<file path="config.mk">
export PLATFORM = sky130hd
export DESIGN_NAME = mem_access_unit
export DESIGN_NICKNAME = d
export VERILOG_FILES = /design/src/rtl/mem_access_unit.sv
export SDC_FILE = /design/constraint.sdc
export NUM_CORES = 1
export LEC_CHECK = 0
export CAP_MARGIN = 40
export CORE_MARGIN = 2
export CORE_UTILIZATION = 44
export DETAILED_ROUTE_END_ITERATION = 7
export PLACE_DENSITY = 0.82
export RECOVER_POWER = 100
export REMOVE_ABC_BUFFERS = 1
export SLEW_MARGIN = 20
export SYNTH_ARGS = -nofsm -noshare
export SYNTH_HDL_FRONTEND = slang
export SYNTH_SLANG_ARGS = --single-unit
</file>
<file path="constraint.sdc">
create_clock -name clk -period 2.7 [get_ports clk]
set_input_delay 0.54 -clock clk [delete_from_list [all_inputs] [get_ports clk]]
set_output_delay 0.54 -clock clk [all_outputs]
set_load 0.02 [all_outputs]
</file>
<file path="src/rtl/mem_access_unit.sv">
// Load/store unit bridging the core memory port to a variable-latency word memory.
// Handles request/response handshake, lane steering, load extension, misalignment and timeout.
module mem_access_unit #(
    parameter int unsigned ADDR_W  = 32,
    parameter int unsigned TIMEOUT = 255,
    parameter int unsigned TO_W    = $clog2(TIMEOUT + 1)
) (
    input  logic              clk,
    input  logic              rst,
    input  logic              core_req,
    input  logic              core_we,
    input  logic [ADDR_W-1:0] core_adr,
    input  logic [31:0]       core_wdata,
    input  logic [2:0]        core_funct3,
    output logic [31:0]       core_rdata,
    output logic              core_done,
    output logic              core_fault,
    output logic              mem_valid,
    input  logic              mem_ready,
    output logic              mem_we,
    output logic [ADDR_W-1:0] mem_adr,
    output logic [31:0]       mem_wdata,
    output logic [3:0]        mem_be,
    input  logic              mem_rvalid,
    input  logic [31:0]       mem_rdata
);

    localparam logic [TO_W-1:0] TO_LAST = TO_W'(TIMEOUT - 1);

    typedef enum logic [1:0] {S_IDLE, S_REQ, S_WAIT, S_DONE} state_e;

    state_e            state_q, state_d;
    logic              we_q, we_d;
    logic [1:0]        lane_q, lane_d;
    logic [2:0]        funct3_q, funct3_d;
    logic [TO_W-1:0]   cnt_q, cnt_d;
    logic [31:0]       rdata_q, rdata_d;
    logic              done_q, done_d;
    logic              fault_q, fault_d;
    logic              mem_valid_q, mem_valid_d;
    logic              mem_we_q, mem_we_d;
    logic [ADDR_W-1:0] mem_adr_q, mem_adr_d;
    logic [31:0]       mem_wdata_q, mem_wdata_d;
    logic [3:0]        mem_be_q, mem_be_d;
    logic              illegal_c, misalign_c;

    // Select the addressed lane of a read word and sign/zero-extend it.
    function automatic logic [31:0] load_ext(input logic [31:0] w, input logic [1:0] lane,
                                             input logic [2:0] f3);
        logic [7:0]  b;
        logic [15:0] h;
        case (lane)
            2'd0:    b = w[7:0];
            2'd1:    b = w[15:8];
            2'd2:    b = w[23:16];
            default: b = w[31:24];
        endcase
        h = lane[1] ? w[31:16] : w[15:0];
        case (f3)
            3'b000:  load_ext = {{24{b[7]}}, b};
            3'b100:  load_ext = {24'd0, b};
            3'b001:  load_ext = {{16{h[15]}}, h};
            3'b101:  load_ext = {16'd0, h};
            default: load_ext = w;
        endcase
    endfunction

    always_comb begin
        illegal_c = (core_funct3 == 3'b011) || (core_funct3 == 3'b110) ||
                    (core_funct3 == 3'b111) || (core_we && core_funct3[2]);
        case (core_funct3[1:0])
            2'b01:   misalign_c = core_adr[0];
            2'b10:   misalign_c = (core_adr[1:0] != 2'b00);
            default: misalign_c = 1'b0;
        endcase
    end

    always_comb begin
        state_d     = state_q;
        we_d        = we_q;
        lane_d      = lane_q;
        funct3_d    = funct3_q;
        cnt_d       = cnt_q;
        rdata_d     = rdata_q;
        done_d      = 1'b0;
        fault_d     = 1'b0;
        mem_valid_d = mem_valid_q;
        mem_we_d    = mem_we_q;
        mem_adr_d   = mem_adr_q;
        mem_wdata_d = mem_wdata_q;
        mem_be_d    = mem_be_q;

        case (state_q)
            S_IDLE: begin
                if (core_req) begin
                    we_d     = core_we;
                    lane_d   = core_adr[1:0];
                    funct3_d = core_funct3;
                    if (illegal_c || misalign_c) begin
                        state_d = S_DONE;
                        done_d  = 1'b1;
                        fault_d = 1'b1;
                    end else begin
                        state_d     = S_REQ;
                        cnt_d       = '0;
                        mem_valid_d = 1'b1;
                        mem_we_d    = core_we;
                        mem_adr_d   = {core_adr[ADDR_W-1:2], 2'b00};
                        if (!core_we) begin
                            mem_wdata_d = 32'd0;
                            mem_be_d    = 4'b1111;
                        end else begin
                            case (core_funct3[1:0])
                                2'b00: begin
                                    mem_wdata_d = {4{core_wdata[7:0]}};
                                    mem_be_d    = 4'b0001 << core_adr[1:0];
                                end
                                2'b01: begin
                                    mem_wdata_d = {2{core_wdata[15:0]}};
                                    mem_be_d    = core_adr[1] ? 4'b1100 : 4'b0011;
                                end
                                default: begin
                                    mem_wdata_d = core_wdata;
                                    mem_be_d    = 4'b1111;
                                end
                            endcase
                        end
                    end
                end
            end
            S_REQ: begin
                // Completion has priority over a coincident timeout.
                if (mem_ready && (we_q || mem_rvalid)) begin
                    state_d     = S_DONE;
                    done_d      = 1'b1;
                    mem_valid_d = 1'b0;
                    if (!we_q) rdata_d = load_ext(mem_rdata, lane_q, funct3_q);
                end else if (cnt_q == TO_LAST) begin
                    state_d     = S_DONE;
                    done_d      = 1'b1;
                    fault_d     = 1'b1;
                    mem_valid_d = 1'b0;
                end else begin
                    cnt_d = cnt_q + TO_W'(1);
                    if (mem_ready) begin
                        state_d     = S_WAIT;
                        mem_valid_d = 1'b0;
                    end
                end
            end
            S_WAIT: begin
                if (mem_rvalid) begin
                    state_d = S_DONE;
                    done_d  = 1'b1;
                    rdata_d = load_ext(mem_rdata, lane_q, funct3_q);
                end else if (cnt_q == TO_LAST) begin
                    state_d = S_DONE;
                    done_d  = 1'b1;
                    fault_d = 1'b1;
                end else begin
                    cnt_d = cnt_q + TO_W'(1);
                end
            end
            default: state_d = S_IDLE;
        endcase
    end

    always_ff @(posedge clk) begin
        if (rst) begin
            state_q     <= S_IDLE;
            we_q        <= 1'b0;
            lane_q      <= 2'd0;
            funct3_q    <= 3'd0;
            cnt_q       <= '0;
            rdata_q     <= 32'd0;
            done_q      <= 1'b0;
            fault_q     <= 1'b0;
            mem_valid_q <= 1'b0;
            mem_we_q    <= 1'b0;
            mem_adr_q   <= '0;
            mem_wdata_q <= 32'd0;
            mem_be_q    <= 4'd0;
        end else begin
            state_q     <= state_d;
            we_q        <= we_d;
            lane_q      <= lane_d;
            funct3_q    <= funct3_d;
            cnt_q       <= cnt_d;
            rdata_q     <= rdata_d;
            done_q      <= done_d;
            fault_q     <= fault_d;
            mem_valid_q <= mem_valid_d;
            mem_we_q    <= mem_we_d;
            mem_adr_q   <= mem_adr_d;
            mem_wdata_q <= mem_wdata_d;
            mem_be_q    <= mem_be_d;
        end
    end

    assign core_rdata = rdata_q;
    assign core_done  = done_q;
    assign core_fault = fault_q;
    assign mem_valid  = mem_valid_q;
    assign mem_we     = mem_we_q;
    assign mem_adr    = mem_adr_q;
    assign mem_wdata  = mem_wdata_q;
    assign mem_be     = mem_be_q;

endmodule

</file>
## After elaboration in Yosys (flattened, before gate mapping)

Cells that the tools add are included.

| operators by class | value |
|---|---|
| shift operators | 1 |
| reductions and logical operators | 21 |
| $mul | 0 |
| div/mod/pow operators | 0 |
| magnitude comparators | 0 |
| add/sub/neg operators | 1 |
| equality and inequality tests | 22 |
| mux-type cells | 42 |
| bitwise operators | 1 |

Operators with widths:

| kind | number |
|---|---|
| $mux 32 | 4 |
| $pmux 32 s2 | 2 |
| $pmux 32 s4 | 1 |
| $pmux 8 s3 | 2 |
| $mux 8 | 5 |
| $mux 16 | 1 |
| $mux 2 | 7 |
| $ne 2x2->1 const B | 7 |
| $eq 3x3->1 const B | 4 |
| $mux 1 | 12 |
| $add 8x1->8 const B | 1 |
| $eq 8x8->1 const B | 1 |
| $mux 4 | 2 |
| $pmux 4 s2 | 1 |
| $reduce_and 4->1 | 2 |
| $eq 2x1->1 const B | 3 |
| $eq 2x2->1 const B | 3 |
| $logic_not 2->1 | 3 |
| $pmux 1 s3 | 2 |
| $pmux 2 s3 | 1 |
| $reduce_and 3->1 | 2 |
| $reduce_bool 2->1 | 3 |
| $logic_or 1x1->1 | 5 |
| $reduce_and 5->1 | 1 |
| 11 further kinds | 13 |

| word-level totals | value |
|---|---|
| flip-flop bits (word level) | 118 |
| bits in read-only memories | 0 |
| memories | 0 |
| input port bits | 105 |
| bits in writable memories | 0 |
| latch bits | 0 |
| logic and storage cells | 101 |

## Logic depth before layout (Yosys ltp)

Gate-level depths: netlist of the first run.

| logic depth | value |
|---|---|
| word-level depth | 8 |
| depth in mapped cells | 9 |
| mapped depth without buffers | 7 |

## Least setup slack after synthesis of the first run

Ideal clock, no wire load.

| timing path | value |
|---|---|
| path type | input -> register |
| from | input core_funct3[0] |
| to | register mem_wdata_q[23] (netlist: mem_wdata[23]) |
| path slack | 0.445 ns |
| cell stages on the path | 8 |
| data arrival time | 2.128 ns |
| required time | 2.572 ns |
| library setup time | 0.128 ns |
| cells stage by stage | inv_1 > ha_1 > clkbuf_1 > nor2_1 > buf_2 > mux2_2 > a22oi_1 > nor2_1 |

| on the way | value |
|---|---|
| word-level cells in the longest chain between the ends | 7 |

Ends and longest elaborated chain:

| what | RTL line | source |
|---|---|---|
| from (decl) | 14 | `input logic [2:0] core_funct3,` |
| $eq 3x2->1 or $eq 3x3->1 (tied branches) | 69 | `illegal_c = (core_funct3 == 3'b011) \|\| (core_funct3 == 3'b110) \|\|` |
| $logic_or 1x1->1 (2 in series) | 69 |  |
| $logic_or 1x1->1 | 70 | `(core_funct3 == 3'b111) \|\| (core_we && core_funct3[2]);` |
| $logic_or 1x1->1 | 99 | `if (illegal_c \|\| misalign_c) begin` |
| $not 1->1 (no source line) | -- |  |
| $reduce_and 3->1 (no source line) | -- |  |
| to (signal assigned) | 195 | `mem_wdata_q <= mem_wdata_d;` |
| to (decl) | 43 | `logic [31:0] mem_wdata_q, mem_wdata_d;` |

Parallel ways exist; a longest one is shown, timed or not.
A chain may end at the register's enable or synchronous reset.

## Worst setup path in the final report of the first run

| timing path | value |
|---|---|
| from | input core_funct3[0] |
| to | register cnt_q[1] |

| on the way | value |
|---|---|
| word-level cells in the longest chain between the ends | 7 |

Ends and longest elaborated chain:

| what | RTL line | source |
|---|---|---|
| $eq 3x2->1 or $eq 3x3->1 (tied branches) | 69 |  |
| $logic_or 1x1->1 (2 in series) | 69 |  |
| $logic_or 1x1->1 | 70 |  |
| $logic_or 1x1->1 * | 99 |  |
| $ne 2x2->1 (no source line) * | -- |  |
| $reduce_and 5->1 (no source line) * | -- |  |
| to (signal assigned) | 188 | `cnt_q <= cnt_d;` |
| to (decl) | 36 | `logic [TO_W-1:0] cnt_q, cnt_d;` |

Mark *: on every way between the ends. The rest lies on a longest branch, timed or not.

==> impl_summary.txt, run 1 <==
----------------------------------------------------
[Outcome]
  Outcome ... finished clean

[Clock tree]
  Clk_lat worst skew ... between 0.4 and 0.5 ns
  Deepest clock path buffer count ... 2
  Clock transition at the registers of the reported paths ... 0.05 ns
  Max H-tree Level ... 4
  Post-cts repair resize count ... 0
  Hold buffers post-CTS ... 0
  Clock tree root buffer cell ... sky130_fd_sc_hd__clkbuf_16
  Clock sinks ... between 100 and 150
  Total clock buffers created by CTS ... 17
  CTS tree ... done
  Post-CTS Setup Inserts ... 0

[Global routing]
  Total Routing Usage GR ... 0.259
  Via count of the first global-routing pass ... between 5000 and 6000
  Pin count of the biggest net entering global routing ... 64
  Initial antenna violation count ... 0
  Global-route wire length before repair ... 27000 µm
  Aggregate global routing overflow ... 0

[Route]
  Average wire per standard cell ... 16.5 µm
  Final antenna-violating net count ... 0
  Vias ... 5704
  Number of iterations in the first detailed-routing pass ... 5
  Starting DRT DRC Count ... between 400 and 500
  DRC violation count after routing ... 0
  Final routed wirelength across all metal layers ... 17000 µm
  Mean number of vias per cell ... between 5 and 6

[Power and ir drop]
  Combinational power share ... 0.319
  Total power divided by cell area ... ~770 nW/µm²
  Net switching power of the design ... 2060 µW
  Sequential power share ... 0.337
  Overall power ... 6330 µW
  Power Internal ... 4270 µW
  Worst supply voltage drop on vdd ... 0.509 mV
  Clock network fraction of design power ... 0.344
  Switching fraction of total power ... 0.325
  Leakage power ... 0.00342 µW

[Synthesis]
  Mean instance size in the synthesized netlist ... 8.09 µm²
  Most used DFF post-synth ... sky130_fd_sc_hd__dfxtp_1
  Count of flip-flops with a built-in enable after synthesis ... 0
  Sequential area share after synthesis ... 0.440
  Area contributors post-synth ... sky130_fd_sc_hd__dfxtp_1, sky130_fd_sc_hd__nand2_1, sky130_fd_sc_hd__a21oi_1
  Dominant cell by count in the synthesized netlist ... sky130_fd_sc_hd__nand2_1
  Cell accounting for the most synthesized area ... sky130_fd_sc_hd__dfxtp_1
  Number of different library cells in the post-synthesis netlist ... 52
  Post-synthesis async set-or-reset flop share ... 0
  Flops & latches, synth ... 118
  Synthesis Warnings ... 0
  Mapped Area ... roughly 5400 µm²
  Synthesized instance count ... 663
  Ranking of synthesized cells by instance count ... sky130_fd_sc_hd__nand2_1, sky130_fd_sc_hd__dfxtp_1, sky130_fd_sc_hd__a21oi_1, sky130_fd_sc_hd__nor2_1
  Area share of the largest cell type after synthesis ... 0.440

[Worst hold path]
  Worst hold path class ... flop to flop
  Hold Path Stages ... 2
  Worst Hold Path EP ... mem_adr[12]
  Origin of the worst min-delay path ... mem_adr[12]

[Critical path]
  Largest fanout on the critical path ... 10
  End of the worst register-to-register path ... cnt_q[3]
  Critical path data required time ... 3.04 ns
  Worst R2R Path Depth ... 7
  Startpoint Class ... primary input
  Origin of the critical flop-to-flop path ... state_q[1]
  Crit path arrival time ... between 2 and 3 ns
  Kind of critical path ... primary input to flop
  Crit end category ... flop
  R2R setup slack ... between 0.3 and 0.4 ns

[Place]
  Cell total after placement ... 1001
  Sum of net half-perimeters after detailed placement ... around 12000 µm
  Port Buffer Count ... 206
  Final RePlAce weighted congestion ... 0.931

[STA]
  Transition time at the pin with the least slew margin ... 0.804 ns
  Final count of pins violating max slew ... 0
  Highest clock rate ... 400 MHz
  Worst Clk Skew ... 0.00643 ns
  Setup TNS Final ... 0 ns
  Final critical-path share of the clock period ... 0.926
  Final Setup Violations ... 0
  Min Tclk post-route ... 2.50 ns
  Unrepaired setup endpoints after global routing ... false
  Count of final hold-check violations ... 0
  Post-route worst hold slack ... 0.452 ns
  Relative slew margins ... 0.463

[Floorplanning]
  Effective utilization at floorplan ... 0.449
  Core ar. ... 12000 µm²
  DIE AREA ... between 10000 and 15000 µm²
  I/O pin total ... 209
  Std cell rows ... 40
  Horizontal die dimension ... 114 µm
  Die extent in y ... 114 µm

[Cells and area]
  Net count, final ... 988
  Antenna diode count ... 0
  Share of post-route cells with drive strength above 1 ... 0.0983
  Post-synthesis to final-layout area growth ... 54.1%
  Post-route non-filler standard cell count ... 1032
  Final core utilization ... 0.691

[Flow run]
  Number of max-cap violations ... 0

----------------------------------------------------
## cells in the final DEF (no fill, tap or decap), drive strengths merged, types with 7 or more instances in the layout
master / n
or4: 7
dlygate4sd3: 103
clkbuf: 28
nand3b: 9
a21oi: 78
buf: 27
mux2: 21
nand2b: 8
nor2: 48
o21ai: 39
ha: 10
clkdlybuf4s50: 102
nand2: 143
a211oi: 14
a22oi: 42
dfxtp: 118
inv: 16
## layout make-up
cell class | count | area, µm²
Multi-Input combinational cell | 482 | 2760
Timing Repair Buffer | 238 | 2330
Clock inverter | 9 | 101
Fill cell | 944 | 3690
Tap cell | 147 | 184
Sequential cell | 118 | 2360
Clock buffer | 22 | 474
Inverter | 16 | 60.1
## critical path: stages
cell and delay, ns:
sky130_fd_sc_hd__clkdlybuf4s50_1 0.45, sky130_fd_sc_hd__buf_4 0.16, sky130_fd_sc_hd__ha_1 0.21, sky130_fd_sc_hd__o211ai_2 0.20, sky130_fd_sc_hd__nand4b_2 0.13, sky130_fd_sc_hd__o21a_1 0.27
sky130_fd_sc_hd__clkbuf_2 0.21, sky130_fd_sc_hd__or4_1 0.50, sky130_fd_sc_hd__a21oi_1 0.16
## registers in the layout (all words and copies together), names as in the netlist, 2 cells and up
name / flops
mem_be: 4
cnt_q: 8
state_q: 2
mem_adr: 30
core_rdata: 32
funct3_q: 3
lane_q: 2
mem_wdata: 32
## how the worst max path moves through the flow
stage | endpoint | cells past startpoint | startpoint
after floorplan | mem_be[0] | 7 | core_funct3[1]
after global routing | cnt_q[1] | 9 | core_funct3[0]
after detailed placement | cnt_q[1] | 9 | core_funct3[0]
after global placement | cnt_q[1] | 9 | core_funct3[0]
after CTS | cnt_q[1] | 9 | core_funct3[0]
final | cnt_q[1] | 9 | core_funct3[0]
## cell families (layout without fill, tap and decap cells)
group,Yosys count,count (layout),synth area share
other,1,2,0.000699
DFF,118,118,0.440
muxes,23,23,0.0501
adders and majority gates,10,10,0.0233
buffers and inverters,64,285,0.0471
and+or+nand+nor,241,241,0.200
AOI/OAI and AO/OA,206,206,0.238
## layer usage
metal / track usage / part of all wire / vias to the layer above
li1: - / - / 2755
met1: 0.301 / 0.41 / 2673
met2: 0.445 / 0.50 / 233
met3: 0.0630 / 0.061 / 43
met4: 0.124 / 0.035 / 0
met5: 0 / 0 / -
## per-stage QoR
stage	instance area (µm²)	setup slack, ns
after floorplan	5180	-0.501
after global placement	7710	-0.0555
final	8270	0.200
after detailed placement	7740	-0.170
after global routing	8270	0.0628
after CTS	8320	0.239
## power groups by stage
| stage | combinational, µW | sequential, µW | clock, µW |
|---|---|---|---|
| after floorplan | 786 | 2450 | 0 |
| after global placement | 2030 | 2160 | 0 |
| after detailed placement | 2110 | 2170 | 0 |
| after CTS | 2130 | 2140 | 2200 |
| after global routing | 2190 | 2170 | 2280 |
| final | 2020 | 2130 | 2180 |
No activity file was read; power rests on OpenSTA's default activity.
==> run 2, diff against run 1 <==
--- a/config.mk
+++ b/config.mk
@@ -7,9 +7,10 @@
 export LEC_CHECK = 0
 export CAP_MARGIN = 40
 export CORE_MARGIN = 2
-export CORE_UTILIZATION = 44
+export CORE_UTILIZATION = 43
 export DETAILED_ROUTE_END_ITERATION = 7
-export PLACE_DENSITY = 0.82
+export HOLD_SLACK_MARGIN = 0.15
+export PLACE_DENSITY = 0.8
 export RECOVER_POWER = 100
 export REMOVE_ABC_BUFFERS = 1
 export SLEW_MARGIN = 20
==> constraint.sdc (replaced) <==
create_clock -name clk -period 2.6 [get_ports clk]
set_input_delay 0.52 -clock clk [delete_from_list [all_inputs] [get_ports clk]]
set_output_delay 0.52 -clock clk [all_outputs]
set_load 0.02 [all_outputs]
==> run 2 against run 1 <==
- power grew 8.6%
- wire length down 0.52%
- sequential power increased by 5%
- first-iteration DRC count increased by 18%
- clock skew up 0.0066 ns
- sequential cell count unchanged
- largest power group unchanged
- worst hold slack lost 0.0021 ns
- final area increased by 0.91%
- critical path depth stayed put
==> impl_summary.txt, run 2 (synthesized netlist as in run 1, its figures left out) <==
----------------------------------------------------
[Floorplanning]
  I/O pin total ... 209
  Core ar. ... 12100 µm²
  Horizontal die dimension ... 116 µm
  Effective utilization at floorplan ... 0.443
  Std cell rows ... 40
  DIE AREA ... 13400 µm²
  Die extent in y ... 116 µm

[STA]
  Min Tclk post-route ... 2.44 ns
  Post-route worst hold slack ... 0.450 ns
  Setup TNS Final ... 0 ns
  Final critical-path share of the clock period ... 0.938
  Final setup slack of the worst path ... 0.162 ns
  Highest clock rate ... around 410 MHz
  Worst Clk Skew ... between 0.01 and 0.015 ns
  Count of final hold-check violations ... 0
  Final count of pins violating max slew ... 0
  Final Setup Violations ... 0
  Unrepaired setup endpoints after global routing ... false
  Relative slew margins ... 0.488
  Transition time at the pin with the least slew margin ... around 0.77 ns

[Critical path]
  Slowest stage delay, CP ... roughly 0.51 ns
  Buffering stage count on the worst path with inverters included ... 3
  Kind of critical path ... primary input to flop
  Crit end category ... flop
  Origin of the critical flop-to-flop path ... state_q[1]
  Largest fanout on the critical path ... 12
  Crit path arrival time ... 2.76 ns
  R2R setup slack ... 0.20 ns
  Critical path data required time ... 2.92 ns
  Cell-by-cell trace of the critical path ... clkdlybuf4s50_1 -> inv_1 -> ha_1 -> nand3_1 -> nand4b_2 -> o21a_1 -> buf_12 -> or4_1 -> a21oi_1
  Worst R2R Path Depth ... 7
  Startpoint Class ... primary input
  Max stage delay cell, worst path ... sky130_fd_sc_hd__clkdlybuf4s50_1
  End of the worst register-to-register path ... cnt_q[3]
  Top Family by Delay on Critical Path ... buffers and inverters

[Power and ir drop]
  Worst supply voltage drop on vdd ... 0.353 mV
  Power Internal ... roughly 4700 µW
  Net switching power of the design ... about 2200 µW
  Leakage power ... 0.00341 µW
  Total power divided by cell area ... 824 nW/µm²
  Clock network fraction of design power ... 0.372
  Combinational power share ... 0.304
  Switching fraction of total power ... 0.317
  Sequential power share ... 0.324

[Cells and area]
  Sequential cell area in the final layout ... 2360 µm²
  Share of post-route cells with drive strength above 1 ... 0.0998
  Antenna diode count ... 0
  Net count, final ... 985
  Most frequent standard cell in the layout excluding fill and tap cells ... sky130_fd_sc_hd__nand2_1
  Post-synthesis to final-layout area growth ... 55.5%
  Post-route non-filler standard cell count ... 1050
  FILL cells ... 980
  Total area of multi-input combinational cells ... 2770 µm²
  Commonest cells after routing, fill and taps aside ... sky130_fd_sc_hd__nand2_1, sky130_fd_sc_hd__dfxtp_1, sky130_fd_sc_hd__clkdlybuf4s50_1

[Place]
  Sum of net half-perimeters after detailed placement ... 12000 µm
  Final RePlAce weighted congestion ... 0.879
  Cell total after placement ... a little over 1000
  Port Buffer Count ... 206
  Worst slack at placement ... -0.250 ns

[Route]
  Final antenna-violating net count ... 0
  DRC violation count after routing ... 0
  Vias ... between 5000 and 6000
  Average wire per standard cell ... 16.1 µm
  Starting DRT DRC Count ... 573
  Number of iterations in the first detailed-routing pass ... 7
  Mean number of vias per cell ... approximately 5.5
  Final routed wirelength across all metal layers ... 16900 µm

[Global routing]
  Pin count of the biggest net entering global routing ... 66
  Global-route wire length before repair ... 26400 µm
  Aggregate global routing overflow ... 0
  Via count of the first global-routing pass ... 5473
  Total Routing Usage GR ... 0.247
  Initial antenna violation count ... 0

[Clock tree]
  Clk_lat worst skew ... between 0.4 and 0.5 ns
  Deepest clock path buffer count ... 2
  Post-CTS Setup Inserts ... 0
  Max H-tree Level ... 4
  Clock transition at the registers of the reported paths ... 0.06 ns
  Post-cts repair resize count ... 0
  Total clock buffers created by CTS ... 17
  Clock tree root buffer cell ... sky130_fd_sc_hd__clkbuf_16
  Hold buffers post-CTS ... 0
  CTS tree ... done
  Clock sinks ... between 100 and 150

[Worst hold path]
  Worst hold path class ... flop to flop
  Origin of the worst min-delay path ... mem_adr[5]
  Hold Path Stages ... 2
  Worst Hold Path EP ... mem_adr[5]

[Outcome]
  Outcome ... finished clean

[Flow run]
  Number of max-cap violations ... 0

----------------------------------------------------
==> run 2: final cells by class <==
| type | count | area share |
|---|---|---|
| clock inverters | 13 | 0.0246 |
| repair buffers | 235 | 0.276 |
| inverters | 16 | 0.00720 |
| clock buffers | 18 | 0.0526 |
| multi-input cells | 482 | 0.331 |
| well taps | 168 | 0.0252 |
| flip-flops and latches | 118 | 0.283 |
==> run 2: metrics by stage <==
| step | util | instance area, µm² | power (µW) |
|---|---|---|---|
| finish | 0.689 | 8340 | 6880 |
| floorplan | - | 5180 | 3370 |
| detailed placement | 0.639 | 7740 | 4450 |
| global route | 0.689 | 8340 | 7180 |
| CTS | 0.692 | 8380 | 7020 |
| global placement | 0.639 | 7740 | 4370 |
==> run 2: power groups by stage <==
stage | clock, µW | combinational, µW | sequential [µW]
floorplan | 0 | 817 | 2550
global placement | 0 | 2110 | 2260
detailed placement | 0 | 2180 | 2270
CTS | 2590 | 2190 | 2240
global route | 2670 | 2250 | 2260
finish | 2560 | 2090 | 2230
==> run 2: routing by layer <==
metal  share of wire  GRT usage  vias to the layer above
li1                -          -                     2743
met1            0.41      0.292                     2742
met2            0.49      0.424                      302
met3           0.086     0.0685                       37
met4           0.021      0.104                        0
met5               0          0                        -
==> run 2: how the worst max path moves through the flow <==
stage,startpoint,endpoint,cells after the start
final,core_funct3[0],cnt_q[3],9
after global routing,core_funct3[0],mem_wdata[12],10
after CTS,core_funct3[0],cnt_q[3],9
after detailed placement,core_funct3[0],cnt_q[3],9
after global placement,core_funct3[0],cnt_q[3],9
after floorplan,core_funct3[1],mem_be[0],7
==> run 2: worst min-delay path: cells and delay by family (launching register included) <==
family | cells | cell delay (ns)
AOI/OAI and AO/OA | 1 | 0.05
and+or+nand+nor | 1 | 0.05
DFF | 1 | 0.30
